$ cat config.mk
export PLATFORM = sky130hd
export DESIGN_NAME = fsqrt_iter_flat
export DESIGN_NICKNAME = d
export VERILOG_FILES = /design/src/rtl/fsqrt_iter_if.sv /design/src/rtl/fsqrt_iter.sv /design/src/flat_wrapper.sv
export SDC_FILE = /design/constraint.sdc
export NUM_CORES = 1
export LEC_CHECK = 0
export CAP_MARGIN = 20
export CELL_PAD_IN_SITES_DETAIL_PLACEMENT = 2
export CELL_PAD_IN_SITES_GLOBAL_PLACEMENT = 2
export CORE_MARGIN = 3
export CORE_UTILIZATION = 36
export DETAILED_ROUTE_END_ITERATION = 10
export PLACE_DENSITY = 0.81
export SLEW_MARGIN = 40
export SYNTH_ARGS = -nofsm -noshare
export SYNTH_HDL_FRONTEND = slang
export SYNTH_SLANG_ARGS = --single-unit
$ cat constraint.sdc
create_clock -name clk -period 4.4 [get_ports clk]
set_clock_uncertainty 0.1 [all_clocks]
set_input_delay 1.1 -clock clk [delete_from_list [all_inputs] [get_ports clk]]
set_output_delay 1.1 -clock clk [all_outputs]
set_load 0.05 [all_outputs]
$ cat src/rtl/fsqrt_iter_if.sv
// Request/response bundle for the iterative single-precision square-root unit.
//   req_valid/req_ready/x     : operand handshake (x sampled on acceptance)
//   resp_valid/resp_ready/y   : result handshake (y stable while resp_valid)
//   busy                      : unit is in any state other than idle
// master modport: requester side; slave modport: the sqrt unit.
interface fsqrt_iter_if;
  logic        req_valid;
  logic        req_ready;
  logic [31:0] x;
  logic        resp_valid;
  logic        resp_ready;
  logic [31:0] y;
  logic        busy;

  modport master (
    output req_valid, x, resp_ready,
    input  req_ready, resp_valid, y, busy
  );

  modport slave (
    input  req_valid, x, resp_ready,
    output req_ready, resp_valid, y, busy
  );
endinterface

$ cat src/rtl/fsqrt_iter.sv
// Iterative IEEE-754 single-precision square root (flush-to-zero on denormals).
// Restoring digit recurrence, round to nearest.
// Ports:
//   clk  : rising-edge clock
//   rstn : asynchronous active-low reset
//   bus  : fsqrt_iter_if.slave (req_valid/req_ready/x, resp_valid/resp_ready/y, busy)
// Build option: define FSQRT_ITER_RADIX4_EN to retire two root bits per cycle
// (13 calc cycles instead of 25). Results are identical in both builds.
module fsqrt_iter (
  input  logic         clk,
  input  logic         rstn,
  fsqrt_iter_if.slave  bus
);

`ifdef FSQRT_ITER_RADIX4_EN
  localparam int unsigned RootW      = 26;
  localparam int unsigned BitsPerCyc = 2;
`else
  localparam int unsigned RootW      = 25;
  localparam int unsigned BitsPerCyc = 1;
`endif
  localparam int unsigned RadW    = 2 * RootW;
  localparam int unsigned RemW    = RootW + 3;
  localparam int unsigned CntW    = 5;
  localparam int unsigned LastCnt = RootW / BitsPerCyc - 1;

  typedef enum logic [1:0] {StIdle, StCalc, StPack, StDone} state_e;

  state_e            state_q, state_d;
  logic              live_q, live_d;
  logic [CntW-1:0]   cnt_q, cnt_d;
  logic [RadW-1:0]   rad_q, rad_d;
  logic [RemW-1:0]   rem_q, rem_d;
  logic [RootW-1:0]  root_q, root_d;
  logic [7:0]        exp_q, exp_d;
  logic [31:0]       y_q, y_d;

  // Operand decode
  logic        x_sgn;
  logic [7:0]  x_exp;
  logic [22:0] x_man;
  logic        accept, special;
  logic [31:0] spec_y;
  logic [24:0] sig;
  logic [7:0]  exp_init;

  always_comb begin
    x_sgn    = bus.x[31];
    x_exp    = bus.x[30:23];
    x_man    = bus.x[22:0];
    accept   = live_q && (state_q == StIdle) && bus.req_valid;
    special  = 1'b1;
    spec_y   = 32'h7FC0_0000;
    if (x_exp == 8'hFF && x_man != 23'd0) begin
      spec_y = 32'h7FC0_0000;
    end else if (x_exp == 8'd0) begin
      spec_y = {x_sgn, 31'd0};  // zero and flushed denormal keep the sign
    end else if (x_sgn) begin
      spec_y = 32'h7FC0_0000;
    end else if (x_exp == 8'hFF) begin
      spec_y = 32'h7F80_0000;
    end else begin
      special = 1'b0;
    end
    // Odd biased exponent means even unbiased exponent: no pre-shift needed.
    sig      = x_exp[0] ? {2'b01, x_man} : {1'b1, x_man, 1'b0};
    exp_init = x_exp[0] ? 8'((9'(x_exp) + 9'd127) >> 1) : 8'((9'(x_exp) + 9'd126) >> 1);
  end

  // One calc cycle: BitsPerCyc restoring steps, each consuming two radicand bits.
  logic [RadW-1:0]  rad_t;
  logic [RemW-1:0]  rem_t, rem_sh, trial;
  logic [RootW-1:0] root_t;

  always_comb begin
    rad_t  = rad_q;
    rem_t  = rem_q;
    root_t = root_q;
    rem_sh = '0;
    trial  = '0;
    for (int i = 0; i < BitsPerCyc; i++) begin
      rem_sh = {rem_t[RemW-3:0], rad_t[RadW-1 -: 2]};
      trial  = RemW'({root_t, 2'b01});
      rad_t  = rad_t << 2;
      if (rem_sh >= trial) begin
        rem_t  = rem_sh - trial;
        root_t = {root_t[RootW-2:0], 1'b1};
      end else begin
        rem_t  = rem_sh;
        root_t = {root_t[RootW-2:0], 1'b0};
      end
    end
  end

  // Rounding: root top 24 bits are the mantissa, next bit rounds.
  logic        rnd_bit, sticky, inc;
  logic [24:0] mant_r;
  logic [31:0] pack_y;

  always_comb begin
    rnd_bit = root_q[RootW-25];
`ifdef FSQRT_ITER_RADIX4_EN
    sticky  = root_q[0] | (|rem_q);
`else
    sticky  = |rem_q;
`endif
    inc     = rnd_bit & (sticky | root_q[RootW-24]);
    mant_r  = {1'b0, root_q[RootW-1 -: 24]} + 25'(inc);
    // On carry-out the fraction field is all zeros and the exponent bumps.
    pack_y  = {1'b0, exp_q + {7'd0, mant_r[24]}, mant_r[24] ? mant_r[23:1] : mant_r[22:0]};
  end

  always_comb begin
    state_d = state_q;
    live_d  = 1'b1;
    cnt_d   = cnt_q;
    rad_d   = rad_q;
    rem_d   = rem_q;
    root_d  = root_q;
    exp_d   = exp_q;
    y_d     = y_q;
    unique case (state_q)
      StIdle: begin
        if (accept) begin
          if (special) begin
            y_d     = spec_y;
            state_d = StDone;
          end else begin
            rad_d   = {sig, {(RadW - 25){1'b0}}};
            rem_d   = '0;
            root_d  = '0;
            exp_d   = exp_init;
            cnt_d   = CntW'(LastCnt);
            state_d = StCalc;
          end
        end
      end
      StCalc: begin
        rad_d  = rad_t;
        rem_d  = rem_t;
        root_d = root_t;
        if (cnt_q == '0) begin
          state_d = StPack;
        end else begin
          cnt_d = cnt_q - CntW'(1);
        end
      end
      StPack: begin
        y_d     = pack_y;
        state_d = StDone;
      end
      StDone: begin
        if (bus.resp_ready) state_d = StIdle;
      end
    endcase
  end

  always_ff @(posedge clk or negedge rstn) begin
    if (!rstn) begin
      state_q <= StIdle;
      live_q  <= 1'b0;  // keeps req_ready low while reset is held
      cnt_q   <= '0;
      rad_q   <= '0;
      rem_q   <= '0;
      root_q  <= '0;
      exp_q   <= '0;
      y_q     <= '0;
    end else begin
      state_q <= state_d;
      live_q  <= live_d;
      cnt_q   <= cnt_d;
      rad_q   <= rad_d;
      rem_q   <= rem_d;
      root_q  <= root_d;
      exp_q   <= exp_d;
      y_q     <= y_d;
    end
  end

  assign bus.req_ready  = live_q && (state_q == StIdle);
  assign bus.resp_valid = (state_q == StDone);
  assign bus.busy       = (state_q != StIdle);
  assign bus.y          = y_q;

endmodule

$ cat src/flat_wrapper.sv
// flat-port wrapper written by rule: the top's interface ports become plain ports
module fsqrt_iter_flat 
  (clk, rstn, bus_req_valid, bus_x, bus_resp_ready, bus_req_ready, bus_resp_valid, bus_y, bus_busy);
  fsqrt_iter_if bus_i ();
  input  logic clk;
  input  logic rstn;
  input wire logic [$bits(bus_i.req_valid)-1:0] bus_req_valid;
  input wire logic [$bits(bus_i.x)-1:0] bus_x;
  input wire logic [$bits(bus_i.resp_ready)-1:0] bus_resp_ready;
  output wire logic [$bits(bus_i.req_ready)-1:0] bus_req_ready;
  output wire logic [$bits(bus_i.resp_valid)-1:0] bus_resp_valid;
  output wire logic [$bits(bus_i.y)-1:0] bus_y;
  output wire logic [$bits(bus_i.busy)-1:0] bus_busy;
  assign bus_i.req_valid = bus_req_valid;
  assign bus_i.x = bus_x;
  assign bus_i.resp_ready = bus_resp_ready;
  assign bus_req_ready = bus_i.req_ready;
  assign bus_resp_valid = bus_i.resp_valid;
  assign bus_y = bus_i.y;
  assign bus_busy = bus_i.busy;
  fsqrt_iter u_core (.clk(clk), .rstn(rstn), .bus(bus_i));
endmodule
== After elaboration in Yosys (flattened, before gate mapping) ==
Index checks and enable logic that the tools add are counted.

* Flip-flop bits (word level): 151
* Input port bits: 36
* Output and inout bits: 35
* Word-level logic and storage cells: 78

* Add/subtract/negate cells: 6
* Order comparisons: 1
* Equal/unequal tests: 10
* Mux-type cells: 34
* Bitwise operators: 3
* Reductions and logical operators: 16

{| class="wikitable"
|+ Operators with widths
! kind !! count
|-
| 2-to-1 mux 32 bit || 5
|-
| 2-to-1 mux 50 bit || 2
|-
| one-hot mux 50 bit (2 select lines) || 1
|-
| 2-to-1 mux 28 bit || 3
|-
| 2-to-1 mux 25 bit || 3
|-
| one-hot mux 32 bit (2 select lines) || 1
|-
| one-hot mux 28 bit (2 select lines) || 1
|-
| one-hot mux 25 bit (2 select lines) || 1
|-
| 2-to-1 mux 23 bit || 2
|-
| >= comparator 28 x 27 -> 1 bit || 1
|-
| OR reduction 28 bit || 1
|-
| subtractor 28 x 27 -> 28 bit || 1
|-
| adder 24 x 1 -> 25 bit || 1
|-
| nonzero test 23 bit || 1
|-
| adder 8 x 7 -> 9 bit, second input constant || 2
|-
| 2-to-1 mux 5 bit || 3
|-
| AND reduction 3 bit || 4
|-
| one-hot mux 5 bit (2 select lines) || 1
|-
| adder 8 x 1 -> 8 bit || 1
|-
| == test 8 bit, second input constant || 1
|-
| zero test 8 bit || 1
|-
| 2-to-1 mux 2 bit || 4
|-
| 2-to-1 mux 8 bit || 1
|-
| one-hot mux 2 bit (4 select lines) || 1
|-
| 14 further kinds || 27
|}

== Depth between registers and ports, before layout ==
* Word-level depth: 8
* Gate-level depth with buffers: 17
* Mapped depth without buffers: 17

== Worst setup path before layout ==
OpenSTA, ideal clock, no wires.

* Path kind: input to register
* Start: input port bus_x[23]
* End: register u_core.rem_q[21]
* Arrival time: 3855 ps
* Data required time: 4213 ps
* Setup slack: 359 ps
* Cell stages on the path: 14
* Path through: buf_1 > buf_1 > inv_1 > ha_1 > nor4b_1 > and3b_1 > clkbuf_1 > nor2_1 > nand2_1 > o21ai_0 > buf_2 > buf_1 > nand4_1 > o211ai_1

* Word-level cells in the longest chain between the ends: 7
* Elaborated cells between the ends (all ways): 9
* Those cells by class: 2 x eq/ne; 4 x mux; 3 x reduce/logical

{| class="wikitable"
|+ Ends and longest elaborated chain
! what !! line !! RTL
|-
| from (decl) || flat_wrapper.sv:8 || <nowiki>input wire logic [$bits(bus_i.x)-1:0] bus_x;</nowiki>
|-
| == test 8 bit || fsqrt_iter.sv:54, fsqrt_iter.sv:60 ||
|-
| 2-to-1 mux 1 bit || fsqrt_iter.sv:60 || <nowiki>end else if (x_exp == 8'hFF) begin</nowiki>
|-
| 2-to-1 mux 1 bit || fsqrt_iter.sv:58 || <nowiki>end else if (x_sgn) begin</nowiki>
|-
| 2-to-1 mux 1 bit || fsqrt_iter.sv:56 || <nowiki>end else if (x_exp == 8'd0) begin</nowiki>
|-
| 2-to-1 mux 1 bit (*) || fsqrt_iter.sv:54 || <nowiki>if (x_exp == 8'hFF && x_man != 23'd0) begin</nowiki>
|-
| inequality test 2 bit (no line) (*) || n/a ||
|-
| AND reduction 3 bit (no line) (*) || n/a ||
|-
| to (signal assigned) || fsqrt_iter.sv:173 || <nowiki>rem_q <= rem_d;</nowiki>
|-
| to (decl) || fsqrt_iter.sv:33 || <nowiki>logic [RemW-1:0] rem_q, rem_d;</nowiki>
|}

Every way passes the cells marked *; elsewhere a longest branch is shown, timed or not.
A chain may end at the register's enable or synchronous reset.

== Final worst setup path ==
* Start: register u_core.root_q[0]
* End: register u_core.y_q[29] (netlist: u_core.bus.y[29])

* Word-level cells in the longest chain between the ends: 4

{| class="wikitable"
|+ Ends and longest elaborated chain
! what !! line !! RTL
|-
| from (decl) || fsqrt_iter.sv:34 || <nowiki>logic [RootW-1:0] root_q, root_d;</nowiki>
|-
| from (signal assigned) || fsqrt_iter.sv:174 || <nowiki>root_q <= root_d;</nowiki>
|-
| AND 1 bit || fsqrt_iter.sv:107 || <nowiki>inc = rnd_bit & (sticky | root_q[RootW-24]);</nowiki>
|-
| adder 24 x 1 -> 25 bit || fsqrt_iter.sv:108 || <nowiki>mant_r = {1'b0, root_q[RootW-1 -: 24]} + 25'(inc);</nowiki>
|-
| adder 8 x 1 -> 8 bit || fsqrt_iter.sv:110 || <nowiki>pack_y = {1'b0, exp_q + {7'd0, mant_r[24]}, mant_r[24] ? mant_r[23:1] : mant_r[22:0]};</nowiki>
|-
| one-hot mux 32 bit (2 select lines) || fsqrt_iter.sv:122 || <nowiki>unique case (state_q)</nowiki>
|-
| to (signal assigned) || fsqrt_iter.sv:176 || <nowiki>y_q <= y_d;</nowiki>
|-
| to (decl) || fsqrt_iter.sv:36 || <nowiki>logic [31:0] y_q, y_d;</nowiki>
|}

No other way between the ends.

==> impl_metrics.yaml <==
run_status:
  run_status: "completed"
place:
  place.detailed.hpwl_mm: 19.38
  placed_cells: 1264
  gp_congestion: 0.8529
  port_buffers: 70
drt:
  antenna_violating_nets_left: 0
  average_wire_length_per_cell_after_detail_routing_um: 20.77
  vias_per_cell: 5.733
  detail_route.first_pass.iterations: 5
  detail_route.iter0.violations: 324
  dr_total_vias: 7430
  post_route_drc: 0
  drt_wl_total_mm: 26.92
sta:
  slew_violations: 0
  final_cycle_share_pct: 89.90
  sum_of_negative_setup_slack_ns: 0
  period_minus_slack_ns: 3.956
  final-setup-viol-count: 0
  max_slew_margin_vs_limit_pct: 57.24
  unrepaired_setup_endpoints_after_global_routing: "false"
  max_slew.worst_pin.slew_ns: 0.6390
  maxClockFrequency_mhz: 252.8
  hold_viol: 0
clocking:
  clk_transition_reported_paths_ns: 0.06
  cts_hold_repair.buffers: 0
  tritoncts.num_buffers: 17
  post_cts_resized: 0
  cts_setup_buffers: 0
  root_buffer: "sky130_fd_sc_hd__clkbuf_16"
  clock_latency_late_sink_ns: 0.43
  cts.sink_count: 126
  tritoncts: "yes"
  h-tree-depth: 4
  clk_path_buf_depth: 2
power:
  vdd_drop_max_v: 0.0003172
  static-leakage-power_uw: 0.004071
  intPower_uw: 3986
  switching_share_pct: 48.01
  seq_pwr_share_pct: 25.1
  p_comb_share_pct: 55.4
  power.density_nw_per_um2: 792.2
  relative_contribution_of_the_clock_network_to_total_power_pct: 19.6
  power.net_switching_uw: 3681
synthesis:
  synth-compound-area-share_pct: 19.47
  synth_area_um2: 8092
  synth.yosys.seq_area_share_pct: 38.97
  synth-adder-area-share_pct: 6.185
  synth_common_cells: "126 x sky130_fd_sc_hd__dfrtp_1, 97 x sky130_fd_sc_hd__nor2_1, 96 x sky130_fd_sc_hd__nand2_1, 79 x sky130_fd_sc_hd__o21ai_0, 59 x sky130_fd_sc_hd__a21oi_1"
  synth_seq_cells: 126
  synth_xor_area_share_pct: 5.737
  synth_enable_flop_cells: 0
  synth.lib_cells_used.distinct: 72
  synthTopCellsByArea: "sky130_fd_sc_hd__dfrtp_1 39%, sky130_fd_sc_hd__ha_1 6.2%, sky130_fd_sc_hd__o21ai_0 4.9%"
  synth_largest_area_cell: "sky130_fd_sc_hd__dfrtp_1"
  syn_avg_cell_area_um2: 8.535
  syn-instance-count: 948
  synthDominantCellAreaShare_pct: 38.97
  mux_share_of_post_synthesis_cell_area_pct: 4.964
  synthMostInstantiatedCell: "sky130_fd_sc_hd__dfrtp_1"
  ys.warnings.count: 0
  mappedNetlistNets: 1024
  synth_top_family_by_area: "simple AND/OR/NAND/NOR gates"
  ys_dominant_reg_cell: "sky130_fd_sc_hd__dfrtp_1"
  synth_async_sr_flop_share_pct: 100.0
  yosys.area_share.simple_pct: 20.18
flow_run:
  cap_viol_max_count: 0
die:
  initial_core_util_pct: 36.85
  die-area_um2: 24310
  die_width_um: 155.9
  rows: 54
  design.core.area_um2: 21960
  pin_count: 71
  die-height_um: 155.9
final_layout:
  finalNetCount: 1079
  multiInputGateArea_um2: 4598
  final_layout_size_suffix_gt1_share_pct: 6.299
  layout.area.seq_um2: 3153
  ant_diodes: 0
  layout-area-overhead-vs-synth_pct: 19.61
  postLayoutCoreUtil_pct: 44.07
  final.fill_count: 2396
  fin_cells: 1296
worst_setup_path:
  ff2ff_path_depth: 17
  worstSetupStartpointType: "register"
  worstPathMaxFanout: 6
  slowest_stage: "sky130_fd_sc_hd__or3_4"
  critPathRequiredTime_ns: 4.67
  crit_start: "u_core.root_q[0]$_DFFE_PN0P_"
  reg2reg_end: "u_core.bus.y[29]$_DFFE_PN0P_"
  critical_path_buf_inv_count: 2
  cp_slowest_stage_delay_ns: 0.44
  timing.critical_path.depth: 17
  critical_path.endpoint: "u_core.bus.y[29]$_DFFE_PN0P_"
  reg2reg_from: "u_core.root_q[0]$_DFFE_PN0P_"
  r2r_setup_slack_ns: 0.44
  critical_path_s_top_delay_family: "simple AND/OR/NAND/NOR gates"
  worst-endpoint-arrival_ns: 4.23
  critical_path.cell_chain: "inv_1 > nor2_1 > ha_1 > and3_1 > and3_1 > nand2_1 > or3_4 > nor3_2 > nand3_2 > inv_2 > ha_1 > ha_1 > and3_1 > nand3_1 > xor2_1 > a211oi_1 > a21o_1"
  critical_path_class: "reg2reg"
  cp-end-kind: "register"
global_route:
  grt_first_pass_wirelength_mm: 44.34
  globalRoute.totalOverflow: 0
  groute.usage.overall_pct: 22.81
  first_global_vias: 7943
  grt_antenna_before_repair: 0
  grt_start_max_net_pins: 55
worst_hold_path:
  timing.hold.worst_path_depth: 1
  hold_class: "reg2reg"
registers in the layout, summed over array words and instances (netlist names):
| name | count |
|---|---|
| u_core.state_q | 2 |
| u_core.exp_q | 8 |
| u_core.cnt_q | 5 |
| u_core.live_q | 1 |
| u_core.root_q | 25 |
| u_core.rad_q | 25 |
| u_core.bus.y | 32 |
| u_core.rem_q | 28 |
worst min path at each step:
stage / start / end / slack [ns]
3_5_place_dp: u_core.bus.y[25]$_DFFE_PN0P_ / u_core.bus.y[25]$_DFFE_PN0P_ / 0.37
5_1_grt: u_core.bus.y[25]$_DFFE_PN0P_ / u_core.bus.y[25]$_DFFE_PN0P_ / 0.40
2_1_floorplan: u_core.rad_q[26]$_DFFE_PN0P_ / u_core.rad_q[26]$_DFFE_PN0P_ / 0.35
6_report: u_core.bus.y[25]$_DFFE_PN0P_ / u_core.bus.y[25]$_DFFE_PN0P_ / 0.38
3_3_place_gp: u_core.bus.y[27]$_DFFE_PN0P_ / u_core.bus.y[27]$_DFFE_PN0P_ / 0.36
4_1_cts: u_core.bus.y[25]$_DFFE_PN0P_ / u_core.bus.y[25]$_DFFE_PN0P_ / 0.38
power groups by stage:
stage	Combinational (µW)	Sequential, µW	Clock (µW)
after floorplan	2940	1970	0
after global placement	4030	1910	0
after detailed placement	4190	1930	0
after CTS	4260	1920	1530
after global routing	4730	1970	1580
final	4250	1920	1500
placed cells by master (no fill, tap or decap), types with 10 or more instances in the layout:
master,Yosys,routed
sky130_fd_sc_hd__dfrtp_1,126,126
sky130_fd_sc_hd__nor2_1,97,97
sky130_fd_sc_hd__nand2_1,96,96
sky130_fd_sc_hd__o21ai_0,79,78
sky130_fd_sc_hd__clkdlybuf4s50_1,0,69
sky130_fd_sc_hd__a21oi_1,59,59
sky130_fd_sc_hd__nand3_1,46,46
sky130_fd_sc_hd__inv_1,41,41
sky130_fd_sc_hd__mux2i_1,39,39
sky130_fd_sc_hd__ha_1,40,39
sky130_fd_sc_hd__xnor2_1,37,37
sky130_fd_sc_hd__o22ai_1,21,21
sky130_fd_sc_hd__nor3_1,18,18
sky130_fd_sc_hd__nor4_1,18,18
sky130_fd_sc_hd__clkbuf_16,0,17
sky130_fd_sc_hd__xor2_1,16,16
sky130_fd_sc_hd__o21ai_1,15,15
sky130_fd_sc_hd__o211ai_1,15,15
sky130_fd_sc_hd__buf_4,3,11
sky130_fd_sc_hd__nand4_1,10,10
layout make-up:
type,instances,area share (%)
sequential,126,32.58
inverter,43,1.668
timing repair buffer,82,8.313
multi-input combinational,733,47.51
clock inverter,14,1.875
tap,280,3.620
clock buffer,18,4.434
worst reg2reg max path, cell delays in order (launching register included):
cell                       delay, ns
sky130_fd_sc_hd__dfrtp_1        0.40
sky130_fd_sc_hd__inv_1          0.14
sky130_fd_sc_hd__nor2_1         0.19
sky130_fd_sc_hd__ha_1           0.21
sky130_fd_sc_hd__and3_1         0.21
sky130_fd_sc_hd__and3_1         0.27
sky130_fd_sc_hd__nand2_1        0.17
sky130_fd_sc_hd__or3_4          0.44
sky130_fd_sc_hd__nor3_2         0.24
sky130_fd_sc_hd__nand3_2        0.21
sky130_fd_sc_hd__inv_2          0.14
sky130_fd_sc_hd__ha_1           0.22
sky130_fd_sc_hd__ha_1           0.19
sky130_fd_sc_hd__and3_1         0.19
sky130_fd_sc_hd__nand3_1        0.10
sky130_fd_sc_hd__xor2_1         0.15
sky130_fd_sc_hd__a211oi_1       0.24
sky130_fd_sc_hd__a21o_1         0.11
metrics by stage:
stage	power, µW	hold WS [ns]	setup slack (ns)	instance area [µm²]
after floorplan	4908	0.3505	0.3587	8092
after global placement	5943	0.3574	0.4861	9064
after detailed placement	6125	0.3696	0.3175	9064
after CTS	7709	0.3845	0.4234	9674
after global routing	8287	0.4007	0.08966	9678
final	7667	0.3765	0.4442	9678
cell families (layout without fill, tap and decap cells):
group	after synthesis	count (layout)
AO/OA/AOI/OAI	257	257
buffers and inverters	89	157
other	1	1
flip-flops	126	126
multiplexers	40	40
AND/OR/NAND/NOR	342	342
adder cells (fa/ha/maj)	40	40
XOR/XNOR	53	53
metal layers:
metal	global-route usage [%]	up-vias	wire length, µm
li1	-	3512	-
met1	31.78	3789	12980
met2	37.73	105	12920
met3	3.467	24	772
met4	4.836	0	248
met5	0	-	0
Power figures use the tool's default switching activity.
==> patch 1, RTL diff (config.mk and constraints unchanged) <==
Reset style: synchronous (`rstn`), changed in one clocked block. Comments in the files are not updated.
--- a/src/rtl/fsqrt_iter.sv
+++ b/src/rtl/fsqrt_iter.sv
@@ -155,7 +155,7 @@
     endcase
   end
 
-  always_ff @(posedge clk or negedge rstn) begin
+  always_ff @(posedge clk) begin
     if (!rstn) begin
       state_q <= StIdle;
       live_q  <= 1'b0;  // keeps req_ready low while reset is held
Function: differs if rstn is asserted again (counterexample within 4 cycles, from zero or initial values and one cycle with rstn low); with rstn held inactive, the same outputs for 4 cycles.
==> patch 1 against the original RTL <==
- worst setup slack better by 240 ps
- routed wire length down 4.0%
- sequential share of layout area down 5.3 points
- first-iteration DRC count up 9.0%
- fmax up 6.3%
- power down 4.7%
- global-route usage down 0.78 points
- count of clock-buffer cells in the layout unchanged
- design area down 4.5%
- critical path depth unchanged
- synthesized area down 5.2%
- sequential cell count unchanged
- largest cell class unchanged
==> patch 1: results (changes against the original RTL) <==
* Num CTS Buffers at 17 (unchanged)
* Clock latency on the worst-skew pair at 430 ps (about the same)
* Crit-path slowest cell: dfxtp_1
* Synth Flop Type: dfxtp_1
* Ys Warns at 0 (unchanged)
* Fillcell total at 2362 (-1.4%)
* Post-DP HPWL at 18530 um (-4.4%)
* Final GP Congestion at 0.7730 (-9.4%)
* H-tree depth at 4 (unchanged)
* Leakage power at 3.427 nW (-16%)
* Clock transition at path regs at 60 ps (about the same)
* Final hold vios at 0 (unchanged)
* DP Cell Count at 1292 (+2.2%)
* Worst path max stage delay at 420 ps (-20 ps)
* Largest net degree at the start of global routing at 73 (+33%)
* Initial antenna violation count at 0 (unchanged)
* Setup bufs post-CTS at 0 (unchanged)
* Vias per Instance at 5.568 (-2.9%)
* Max VDD drop at 0.0008849 V (+180%)
* Synth top cells by count: nand2_1, dfxtp_1, a21oi_1
* CTS root buf: clkbuf_16
* # diodes at 0 (unchanged)
* CTS resizes at 0 (unchanged)
* Hold Path Class: flop to flop
* Max reg flops at 32 (unchanged)
* Port-buffer cells at 70 (unchanged)
* Mean post-synth cell area at 7.770 sq um (-9.0%)
* Ys async rst share at 0% (-100 points)
* Synth area leaders: dfxtp_1, nand2_1, ha_1, a21oi_1, mux2i_1
* Crit-path leading delay family: simple AND/OR/NAND/NOR gates
* Max Buffers Root-to-Sink at 2 (unchanged)
* Status: finished clean
* Netlist cell types at 67 (-6.9%)
* DR WL/cell at 19.52 um (-6.0%)
* Normalized max-slew margin at 46.15% (-11 points)
* CP Data Arrival Time at 3980 ps (-250 ps)
* Total track usage at 22.03% (-0.78 points)
* Drt initial violations at 353 (+9.0%)
* Vias in the first global route at 7789 (-1.9%)
* WL final at 25840 um (-4.0%)
* Worst Path Max Fanout at 6 (unchanged)
* Share of post-route cells with drive strength above 1 at 7.590% (+1.3 points)
* Nets at 1118 (+3.6%)
* First-pass GRT wire length at 42160 um (-4.9%)
* TritonRoute pass-1 iters at 5 (unchanged)
* Seq/Total Area, Yosys at 32.89% (-6.1 points)
patch 1: worst reg2reg max path, cell delays in order, from the launching register on:
cell and delay [ps]:
dfxtp_1 420, inv_1 140, nor2_1 130, ha_1 180
and3_1 220, and2_2 260, nand4_2 180, nor4_4 320
nand3_2 250, inv_1 120, ha_1 210, ha_1 200
and3_1 230, nand3_1 130, xor2_1 170, a211oi_1 240
a21oi_1 60, nor2_1 100
patch 1: cell type report:
class                      count  share of cell area [%]
multi-input combinational    763                   51.57
clock inverter                14                   1.706
sequential                   126                   27.30
timing repair buffer          88                   9.182
clock buffer                  18                   4.754
inverter                      45                   1.828
tap                          270                   3.657
patch 1: logic make-up after synthesis:
| family | synth area share [%] |
|---|---|
| AO/OA/AOI/OAI | 20.22 |
| adder cells (fa/ha/maj) | 6.689 |
| AND/OR/NAND/NOR | 23.14 |
| flip-flops | 32.89 |
| multiplexers | 5.384 |
| buffers and inverters | 5.400 |
| XOR/XNOR | 6.282 |
patch 1: report_power, final:
part,internal (mW),leakage (nW),switching [mW],total [mW]
logic,1.89,2.12,2.56,4.45
clock network,0.858,0.284,0.584,1.44
registers,1.28,1.02,0.130,1.41
patch 1: per-layer routing:
metal	global-route usage, %	wire length (um)
met1	27.87	11920
met2	39.37	12990
met3	3.527	596
met4	5.051	327
met5	0	0
patch 1: path summary, 6_finish.rpt:
path | startpoint | cells after the start | slack [ps] | endpoint
hold / removal | u_core.bus.y[31] | 2 | 350 | u_core.bus.y[31]
setup reg to reg | u_core.root_q[0] | 17 | 680 | u_core.bus.y[29]
hold reg to reg | u_core.bus.y[31] | 2 | 350 | u_core.bus.y[31]
setup / recovery | u_core.root_q[0] | 17 | 680 | u_core.bus.y[29]
patch 1: through the flow:
step           util (%)  area [sq um]  worst slack [ps]
6_report          44.94          9239             679.5
4_1_cts           44.89          9229             679.2
3_3_place_gp      41.99          8632             642.9
2_1_floorplan         -          7669             879.7
3_5_place_dp      41.99          8632             516.4
5_1_grt           44.94          9239             406.9
==> patch 2, RTL diff (same settings) <==
Made on the original files. The localparam `RootW` goes from 25 to 50.
--- a/src/rtl/fsqrt_iter.sv
+++ b/src/rtl/fsqrt_iter.sv
@@ -16,7 +16,7 @@
   localparam int unsigned RootW      = 26;
   localparam int unsigned BitsPerCyc = 2;
 `else
-  localparam int unsigned RootW      = 25;
+  localparam int unsigned RootW      = 50;
   localparam int unsigned BitsPerCyc = 1;
 `endif
   localparam int unsigned RadW    = 2 * RootW;
Behaviour: no difference found for any inputs over 4 cycles, from zero or initial values and one cycle with rstn low; that may be too few to reach the edited logic, so the function may still have changed.
==> patch 2 against the original RTL <==
- routed wire length grew 49%
- synthesized cell count grew 51%
- utilization shrank 2.1 points
- sequential cell count grew 50
- die area grew 44%
- worst setup slack lost 35 ps
- design area grew 38%
- synthesized area grew 46%
- critical path type unchanged
- critical endpoint is now u_core.bus.y[30]
Power is not shown: default switching activity piles up to over one toggle a cycle in this logic, so the estimate is an artifact.
==> patch 2: results (changes against the original RTL) <==
* Status: finished clean
* Port-buffer cells at 70 (unchanged)
* Mean post-synth cell area at 8.217 sq um (-3.7%)
* Ys async rst share at 100.0% (unchanged)
* H-tree depth at 4 (unchanged)
* Seq/Total Area, Yosys at 37.38% (-1.6 points)
* Vias per Instance at 5.729 (about the same)
* Normalized max-slew margin at 52.73% (-4.5 points)
* Max Buffers Root-to-Sink at 2 (unchanged)
* Hold Path Class: flop to flop
* Vias in the first global route at 11800 (+49%)
* DP Cell Count at 1870 (+48%)
* Crit path launch: u_core.root_q[25]
* Clock transition at path regs at 70 ps
* First-pass GRT wire length at 66150 um (+49%)
* # diodes at 0 (unchanged)
* Hold Startpoint: u_core.bus.y[14]
* Clock latency on the worst-skew pair at 450 ps (+20 ps)
* Ys Warns at 0 (unchanged)
* Synth Flop Type: dfrtp_1
* Worst slack, placed at 134.2 ps (-183.3 ps)
* Final GP Congestion at 0.8222 (-3.6%)
* Max reg flops at 53 (+66%)
* Nets at 1555 (+44%)
* CTS resizes at 0 (unchanged)
* Placed cell area at 12830 sq um (+42%)
* Via count at 10900 (+47%)
* Post-DP HPWL at 29120 um (+50%)
* Top reg by flops: u_core.rem_q
* CTS root buf: clkbuf_16
* TritonRoute pass-1 iters at 4 (-1)
* Initial antenna violation count at 0 (unchanged)
* Total track usage at 23.20% (+0.39 points)
* Mapped Nets at 1535 (+50%)
* Netlist cell types at 75 (+4.2%)
* Num CTS Buffers at 17 (unchanged)
* Synth top cells by count: o21ai_0, dfrtp_1, nand2_1
* Largest net degree at the start of global routing at 114 (+110%)
* Share of post-route cells with drive strength above 1 at 5.385% (-0.91 points)
* Drt initial violations at 548 (+69%)
* Synth area leaders: dfrtp_1, o21ai_0, ha_1, a21oi_1, nand2_1
* DR WL/cell at 21.10 um (+1.6%)
* CP Data Arrival Time at 4280 ps (+50 ps)
* Setup bufs post-CTS at 0 (unchanged)
* Worst Path Max Fanout at 7 (+1)
-- patch 2: changes by cell type in the layout (fill, tap and decap cells not counted), moves of 13 or more --
cell,change
dfrtp_1,+50
nand3_1,+27
mux2i_1,-13
a21o_1,+30
o22ai_1,-21
inv_1,+34
nand2_1,+75
o21ai_0,+108
a21oi_1,+73
ha_1,+25
-- patch 2: logic make-up after synthesis --
group / after synthesis / synth area share, %
AND/OR/NAND/NOR: 465 / 18.31
AO/OA/AOI/OAI: 467 / 23.66
buffers and inverters: 159 / 5.946
other: 1 / 0.03182
multiplexers: 26 / 2.209
adder cells (fa/ha/maj): 65 / 6.902
XOR/XNOR: 75 / 5.574
flip-flops: 176 / 37.38
-- patch 2: critical path: stages, from the launching register on --
cell and delay (ps):
dfrtp_1 410, inv_1 110, nor2_2 250, ha_1 230, and3_1 190, and3_1 190, and2_1 260, and2_1 300
nand3_1 170, nor4_4 470, ha_1 280, nand3_1 130, nor2_1 220, nand3_1 120, xor2_1 150, a211oi_1 230
a21o_1 110
-- patch 2: per-layer routing --
layer	track usage [%]	vias up	wire length (um)
met5	0	-	0
met4	6.077	0	592
met3	2.455	34	834
met2	40.31	140	19990
met1	30.92	5586	18710
li1	-	5137	-
-- patch 2: path summary, 6_finish.rpt --
check                                    to  slack (ps)  cells past startpoint
max                        u_core.bus.y[30]         410                     16
min                        u_core.bus.y[14]         380                      1
max reg2reg                u_core.bus.y[30]         410                     16
min reg2reg                u_core.bus.y[14]         380                      1
max in group asynchronous  u_core.rem_q[23]        2810                      2
min in group asynchronous   u_core.exp_q[4]         510                      1
-- patch 2: final cells by class --
cell class	count	area (sq um)
tap	435	544.3
clock inverter	13	106.4
inverter	75	281.5
multi-input combinational	1099	6734
timing repair buffer	85	878.3
sequential	176	4404
clock buffer	19	442.9
fill	3623	18490
